<file path="config.mk">
export PLATFORM = sky130hd
export DESIGN_NAME = date_adjust_flat
export DESIGN_NICKNAME = d
export VERILOG_FILES = /design/src/rtl/date_pkg.sv /design/src/rtl/date_adjust_if.sv /design/src/rtl/days_in_month.sv /design/src/rtl/date_adjust.sv /design/src/flat_wrapper.sv
export SDC_FILE = /design/constraint.sdc
export NUM_CORES = 1
export LEC_CHECK = 0
export ABC_AREA = 1
export CORE_MARGIN = 4
export CORE_UTILIZATION = 45
export CTS_BUF_LIST = sky130_fd_sc_hd__clkbuf_16
export DETAILED_ROUTE_END_ITERATION = 10
export GPL_TIMING_DRIVEN = 1
export PLACE_DENSITY_LB_ADDON = 0.1
export SYNTH_ARGS = -nofsm -noshare
export SYNTH_HDL_FRONTEND = slang
export SYNTH_SLANG_ARGS = --single-unit
</file>
<file path="constraint.sdc">
create_clock -name clk -period 3.7 [get_ports clk]
set_clock_uncertainty 0.2 [all_clocks]
set_input_delay 0.555 -clock clk [delete_from_list [all_inputs] [get_ports clk]]
set_output_delay 0.555 -clock clk [all_outputs]
set_load 0.01 [all_outputs]
</file>
<file path="src/rtl/date_pkg.sv">
// Shared definitions for the calendar date block: field widths, month codes
// and the normal/set mode encoding.
package date_pkg;

    localparam int YEAR_W  = 7;
    localparam int MONTH_W = 4;
    localparam int DAY_W   = 5;

    localparam logic [YEAR_W-1:0] YEAR_MAX = 7'd99;

    localparam logic [MONTH_W-1:0] JAN = 4'd1;
    localparam logic [MONTH_W-1:0] FEB = 4'd2;
    localparam logic [MONTH_W-1:0] MAR = 4'd3;
    localparam logic [MONTH_W-1:0] APR = 4'd4;
    localparam logic [MONTH_W-1:0] MAY = 4'd5;
    localparam logic [MONTH_W-1:0] JUN = 4'd6;
    localparam logic [MONTH_W-1:0] JUL = 4'd7;
    localparam logic [MONTH_W-1:0] AUG = 4'd8;
    localparam logic [MONTH_W-1:0] SEP = 4'd9;
    localparam logic [MONTH_W-1:0] OCT = 4'd10;
    localparam logic [MONTH_W-1:0] NOV = 4'd11;
    localparam logic [MONTH_W-1:0] DEC = 4'd12;

    typedef enum logic {DATE_NORMAL, DATE_SET} date_mode_e;

endpackage

</file>
<file path="src/rtl/date_adjust_if.sv">
// Control/date bus between the control FSMs (master) and date_adjust (slave).
// set_date_dec exists only when DATE_ADJUST_DEC_EN is defined.
interface date_adjust_if;
    import date_pkg::*;

    logic               set_date_en;
    logic               set_year_en;
    logic               set_month_en;
    logic               set_day_en;
    logic               set_date_inc;
`ifdef DATE_ADJUST_DEC_EN
    logic               set_date_dec;
`endif
    logic               day_tick;
    logic [YEAR_W-1:0]  year;
    logic [MONTH_W-1:0] month;
    logic [DAY_W-1:0]   day;
    logic [DAY_W-1:0]   max_day;
    logic               year_wrap;

    modport master (
`ifdef DATE_ADJUST_DEC_EN
        output set_date_dec,
`endif
        output set_date_en, set_year_en, set_month_en, set_day_en,
        output set_date_inc, day_tick,
        input  year, month, day, max_day, year_wrap
    );

    modport slave (
`ifdef DATE_ADJUST_DEC_EN
        input  set_date_dec,
`endif
        input  set_date_en, set_year_en, set_month_en, set_day_en,
        input  set_date_inc, day_tick,
        output year, month, day, max_day, year_wrap
    );

endinterface

</file>
<file path="src/rtl/days_in_month.sv">
// Combinational month length for a given month/year offset. Leap rule is the
// plain divisible-by-4 test, which is exact across 2000..2099.
module days_in_month
    import date_pkg::*;
#(
    parameter int YEAR_BASE = 2000
) (
    input  logic [MONTH_W-1:0] month_i,
    input  logic [YEAR_W-1:0]  year_i,
    output logic [DAY_W-1:0]   max_day_o
);

    logic leap;
    assign leap = ((YEAR_BASE + int'(year_i)) % 4) == 0;

    // Month length lookup; out-of-range months fall back to 31
    always_comb begin
        case (month_i)
            APR, JUN, SEP, NOV: max_day_o = 5'd30;
            FEB:                max_day_o = leap ? 5'd29 : 5'd28;
            default:            max_day_o = 5'd31;
        endcase
    end

endmodule

</file>
<file path="src/rtl/date_adjust.sv">
// Calendar date registers. Normal mode advances on day_tick; set mode steps the
// single selected field. Any month/year change clamps day to the new month
// length in the same cycle. Optional macro DATE_ADJUST_DEC_EN adds decrement.
module date_adjust
    import date_pkg::*;
#(
    parameter int YEAR_BASE = 2000,
    parameter int RST_YEAR  = 0,
    parameter int RST_MONTH = 1,
    parameter int RST_DAY   = 1
) (
    input  logic          clk,
    input  logic          rst_n,
    date_adjust_if.slave  bus
);

    logic [YEAR_W-1:0]  year_q,  year_d;
    logic [MONTH_W-1:0] month_q, month_d;
    logic [DAY_W-1:0]   day_q,   day_d, day_n;
    logic               wrap_q,  wrap_d;
    logic [DAY_W-1:0]   max_cur, max_new;
    date_mode_e         mode;
    logic               one_hot, inc_s, dec_s;

    assign mode    = bus.set_date_en ? DATE_SET : DATE_NORMAL;
    assign one_hot = ({bus.set_year_en, bus.set_month_en, bus.set_day_en} == 3'b100) ||
                     ({bus.set_year_en, bus.set_month_en, bus.set_day_en} == 3'b010) ||
                     ({bus.set_year_en, bus.set_month_en, bus.set_day_en} == 3'b001);

`ifdef DATE_ADJUST_DEC_EN
    // Simultaneous inc and dec cancel out
    assign inc_s = bus.set_date_inc & ~bus.set_date_dec;
    assign dec_s = bus.set_date_dec & ~bus.set_date_inc;
`else
    assign inc_s = bus.set_date_inc;
    assign dec_s = 1'b0;
`endif

    // Length of the month currently held; also the max_day output
    days_in_month #(.YEAR_BASE(YEAR_BASE)) u_dim_cur (
        .month_i   (month_q),
        .year_i    (year_q),
        .max_day_o (max_cur)
    );

    // Length of the month about to be loaded, used for the day clamp
    days_in_month #(.YEAR_BASE(YEAR_BASE)) u_dim_new (
        .month_i   (month_d),
        .year_i    (year_d),
        .max_day_o (max_new)
    );

    // Candidate next date before clamping
    always_comb begin
        year_d  = year_q;
        month_d = month_q;
        day_n   = day_q;
        wrap_d  = 1'b0;
        case (mode)
            DATE_NORMAL: begin
                if (bus.day_tick) begin
                    if (day_q < max_cur) begin
                        day_n = day_q + 5'd1;
                    end else begin
                        day_n = 5'd1;
                        if (month_q == DEC) begin
                            month_d = JAN;
                            if (year_q == YEAR_MAX) begin
                                year_d = '0;
                                wrap_d = 1'b1;
                            end else begin
                                year_d = year_q + 7'd1;
                            end
                        end else begin
                            month_d = month_q + 4'd1;
                        end
                    end
                end
            end
            DATE_SET: begin
                if (one_hot && (inc_s || dec_s)) begin
                    if (bus.set_day_en) begin
                        if (inc_s) day_n = (day_q >= max_cur) ? 5'd1 : day_q + 5'd1;
                        else       day_n = (day_q <= 5'd1) ? max_cur : day_q - 5'd1;
                    end
                    if (bus.set_month_en) begin
                        if (inc_s) month_d = (month_q >= DEC) ? JAN : month_q + 4'd1;
                        else       month_d = (month_q <= JAN) ? DEC : month_q - 4'd1;
                    end
                    if (bus.set_year_en) begin
                        if (inc_s) year_d = (year_q >= YEAR_MAX) ? 7'd0 : year_q + 7'd1;
                        else       year_d = (year_q == 7'd0) ? YEAR_MAX : year_q - 7'd1;
                    end
                end
            end
            default: ;
        endcase
    end

    // Clamp day into the new month so e.g. Jan 31 -> Feb lands on Feb 28/29
    assign day_d = (day_n > max_new) ? max_new : day_n;

    // Date and year-wrap registers
    always_ff @(posedge clk or negedge rst_n) begin
        if (!rst_n) begin
            year_q  <= YEAR_W'(RST_YEAR);
            month_q <= MONTH_W'(RST_MONTH);
            day_q   <= DAY_W'(RST_DAY);
            wrap_q  <= 1'b0;
        end else begin
            year_q  <= year_d;
            month_q <= month_d;
            day_q   <= day_d;
            wrap_q  <= wrap_d;
        end
    end

    assign bus.year      = year_q;
    assign bus.month     = month_q;
    assign bus.day       = day_q;
    assign bus.max_day   = max_cur;
    assign bus.year_wrap = wrap_q;

endmodule
</file>
<file path="src/flat_wrapper.sv">
// flat-port wrapper written by rule: the top's interface ports become plain ports
module date_adjust_flat import date_pkg::*;
#(
    parameter int YEAR_BASE = 2000,
    parameter int RST_YEAR  = 0,
    parameter int RST_MONTH = 1,
    parameter int RST_DAY   = 1
)
  (clk, rst_n, bus_set_date_en, bus_set_year_en, bus_set_month_en, bus_set_day_en, bus_set_date_inc, bus_day_tick, bus_year, bus_month, bus_day, bus_max_day, bus_year_wrap);
  date_adjust_if bus_i ();
  input  logic clk;
  input  logic rst_n;
  input wire logic [$bits(bus_i.set_date_en)-1:0] bus_set_date_en;
  input wire logic [$bits(bus_i.set_year_en)-1:0] bus_set_year_en;
  input wire logic [$bits(bus_i.set_month_en)-1:0] bus_set_month_en;
  input wire logic [$bits(bus_i.set_day_en)-1:0] bus_set_day_en;
  input wire logic [$bits(bus_i.set_date_inc)-1:0] bus_set_date_inc;
  input wire logic [$bits(bus_i.day_tick)-1:0] bus_day_tick;
  output wire logic [$bits(bus_i.year)-1:0] bus_year;
  output wire logic [$bits(bus_i.month)-1:0] bus_month;
  output wire logic [$bits(bus_i.day)-1:0] bus_day;
  output wire logic [$bits(bus_i.max_day)-1:0] bus_max_day;
  output wire logic [$bits(bus_i.year_wrap)-1:0] bus_year_wrap;
  assign bus_i.set_date_en = bus_set_date_en;
  assign bus_i.set_year_en = bus_set_year_en;
  assign bus_i.set_month_en = bus_set_month_en;
  assign bus_i.set_day_en = bus_set_day_en;
  assign bus_i.set_date_inc = bus_set_date_inc;
  assign bus_i.day_tick = bus_day_tick;
  assign bus_year = bus_i.year;
  assign bus_month = bus_i.month;
  assign bus_day = bus_i.day;
  assign bus_max_day = bus_i.max_day;
  assign bus_year_wrap = bus_i.year_wrap;
  date_adjust #(.YEAR_BASE(YEAR_BASE), .RST_YEAR(RST_YEAR), .RST_MONTH(RST_MONTH), .RST_DAY(RST_DAY)) u_core (.clk(clk), .rst_n(rst_n), .bus(bus_i));
endmodule
</file>
==> results_dict.tcl, run 1 <==
set metrics [dict create \
    slew_headroom_pct 48.3 \
    die_w_um 71.5 \
    clock_latency_ns 0.25 \
    cts_root_buffer "clkbuf_16" \
    gp_congestion 0.934 \
    status "finished clean" \
    fmax_mhz 291 \
    fillCellCount 367 \
    wl_per_cell_um 12.5 \
    worst_pin_slew_ns 0.773 \
    final_nets 337 \
    hold_violations 0 \
    cp-start-kind "register" \
    via_per_inst 5.05 \
    grt_pass1_vias 1669 \
    grt_use_met1_pct 24.4 \
    synth-main-ff-cell "dfrtp_1" \
    power.density_nw_per_um2 663 \
    cp.arrival_ns 3.38 \
    drive_above_1_share_pct 17.1 \
    cts_tree "done" \
    cap_violations 0 \
    synth_xor_area_share_pct 3.87 \
    post_dp_cell_area_um2 2130 \
    initialDrtViolationCount 125 \
    syn_avg_cell_area_um2 6.49 \
    min_path_type "register to register" \
    instances_no_fill 364 \
    grt.total_usage_pct 17.9 \
    rows 22 \
    pre_cts_ws_ns 0.104 \
    gr-max-usage-layer "met2" \
    ys_warn_count 0 \
    synth_cell_type_count 34 \
    setup_tns_ns 0 \
    synthMuxAreaShare_pct 0 \
    worst_slack_ns 0.262 \
    drc 0 \
    antenna_cells 0 \
    clock-sinks 17 \
    synthAdderAreaFrac_pct 8.29 \
    finalCritPeriodShare_pct 92.9 \
    grt_max_degree 18 \
    drtAntennaViolNets 0 \
    die_area_um2 5110 \
    synth-simple-area-share_pct 39.0 \
    design.core.area_um2 3770 \
    synth_compound_area_share_pct 13.3 \
    clkTransAtPathRegs_ns 0.05 \
    cp.required_ns 3.64 \
    synth_top_family_by_area "simple AND/OR/NAND/NOR gates" \
    grt_antenna_before_repair 0 \
    cts_buffers 3 \
    vdd_drop_max_v 0.000373 \
    gr-usage-met3_pct 1.26 \
    min_period_ns 3.44 \
    synth_seq_cells 17 \
    final_cell_mix "nand2_1 (77), inv_1 (41), clkdlybuf4s50_1 (26)" \
    total_power_mw 1.54 \
    port_buffers 26 \
    clockBufferDepth 2 \
    synthCells 279 \
    final_common_cell "nand2_1" \
    fin_area_um2 2320 \
    cts_max_level 1 \
    p_leak_nw 1.13 \
    overflow 0 \
    criticalPathCategory "register to register" \
    dpl.hpwl_um 3480 \
    seq_area_frac_synth_pct 23.6 \
    slew_viol_final 0 \
    setup-violations-final 0 \
    grt_pass1_wl_um 7460 \
    synthToLayoutAreaGrowth_pct 28.0 \
    async_flop_share_pct 100 \
    wirelength_um 4540 \
    endpoint_kind "register" \
    io-pin-count 30 \
    synthesis.area_um2 1810 \
    met2_usage_pct 29.6 \
    dp_cells 354 \
    initial_core_util_pct 48.0 \
    critPathMaxFanout 8 \
    post-route-util_pct 61.5 \
    dr.pass1.iters 4 \
    synth-edff-count 0 \
    holdWs_ns 0.384 \
    vias 1837 \
    fp.dieH_um 71.5 \
]
layout make-up:
cell class,instances,area [um2],share of cell area [%]
clock buffer,3,75.1,3.24
clock inverter,1,3.75,0.162
inverter,44,169,7.28
multi-input combinational,214,1240,53.3
sequential,17,429,18.5
tap,48,60.1,2.59
timing repair buffer,37,347,14.9
worst paths after layout:
check / slack [ns] / from / depth (start not counted) / endpoint
setup / recovery: 0.26 / u_core.bus.month[0] / 24 / u_core.bus.day[1]
hold / removal: 0.38 / u_core.bus.year[4] / 2 / u_core.bus.year[4]
setup reg to reg: 0.26 / u_core.bus.month[0] / 24 / u_core.bus.day[1]
hold reg to reg: 0.38 / u_core.bus.year[4] / 2 / u_core.bus.year[4]
max in group asynchronous: 2.21 / rst_n / 1 / u_core.bus.month[1]
min in group asynchronous: 0.55 / rst_n / 1 / u_core.bus.year[4]
cells in the mapped netlist, types with 2 or more instances:
cell      instances  area share (%)
xor2_1            7             3.4
nor3_1            2            0.55
inv_2             2            0.41
a21oi_1          21             5.8
nor2_4            4             2.5
nand2_2           4             1.4
o211ai_1          5             2.1
nor2_2            4             1.4
or2_2             2            0.69
o21ai_1           3            0.83
o21ai_0          10             2.8
dfstp_2           2             2.9
a22oi_1           2            0.83
nand2_1          81              17
nand3_1          21             5.8
ha_1             12             8.3
nor2_1           16             3.3
buf_4             4             1.7
dfrtp_1          15              21
nand2_4           2             1.2
inv_1            41             8.5
nand4_1           7             2.4
flip-flops by register name, summed over array words and instances (netlist names):
signal / cells
u_core.bus.day: 5
u_core.bus.month: 4
u_core.bus.year: 7
u_core.bus.year_wrap: 1
kinds of logic after synthesis:
logic type	count (synthesis)
AOI/OAI and AO/OA	43
xor gates and xnor gates	8
adders and majority gates	12
buffers and inverters	50
DFF	17
other	1
and+or+nand+nor	148
power breakdown:
part,switching (mW),internal [mW]
combinational,0.529,0.440
clock,0.0723,0.144
sequential,0.0995,0.254
critical path, stage by stage (launching register included):
cell and delay, ns:
dfstp_2 0.56, buf_6 0.13, ha_2 0.18, o21ai_1 0.07, nand2_1 0.08, a22oi_2 0.07
ha_2 0.19, inv_1 0.06, nand2_2 0.06, nand2_4 0.09, nand3_4 0.15, nor2_4 0.15
nand2_1 0.05, nand2_1 0.06, nand2_2 0.07, nand2_4 0.09, nand2_2 0.05, nor2_2 0.07
nor2_1 0.05, and2_1 0.15, ha_1 0.30, a21oi_2 0.16, nand4_1 0.14, nand2_1 0.09
o21ai_1 0.06
routing by layer:
layer	wire (um)	part of all wire [%]
met5	0	0
met4	67	1.5
met3	157	3.5
met2	2190	48
met1	2130	47
timing repair:
| item | in CTS | in global routing |
|---|---|---|
| hold buffers | 0 | 0 |
| buffers inserted | 0 | 6 |
| gates resized for setup | 0 | 23 |
| hold endpoints to repair | 0 | 0 |
| endpoints found under the setup margin | 0 | 2 |
Note: power is estimated with default switching activity, not from simulation.
==> inputs of run 2 (changes only) <==
--- a/config.mk
+++ b/config.mk
@@ -11,7 +11,9 @@
 export CTS_BUF_LIST = sky130_fd_sc_hd__clkbuf_16
 export DETAILED_ROUTE_END_ITERATION = 10
 export GPL_TIMING_DRIVEN = 1
+export HOLD_SLACK_MARGIN = 0.02
 export PLACE_DENSITY_LB_ADDON = 0.1
+export SLEW_MARGIN = 30
 export SYNTH_ARGS = -nofsm -noshare
 export SYNTH_HDL_FRONTEND = slang
 export SYNTH_SLANG_ARGS = --single-unit
==> results of run 2 <==
No change in the layout: final DEF, timing and power equal those of run 1.
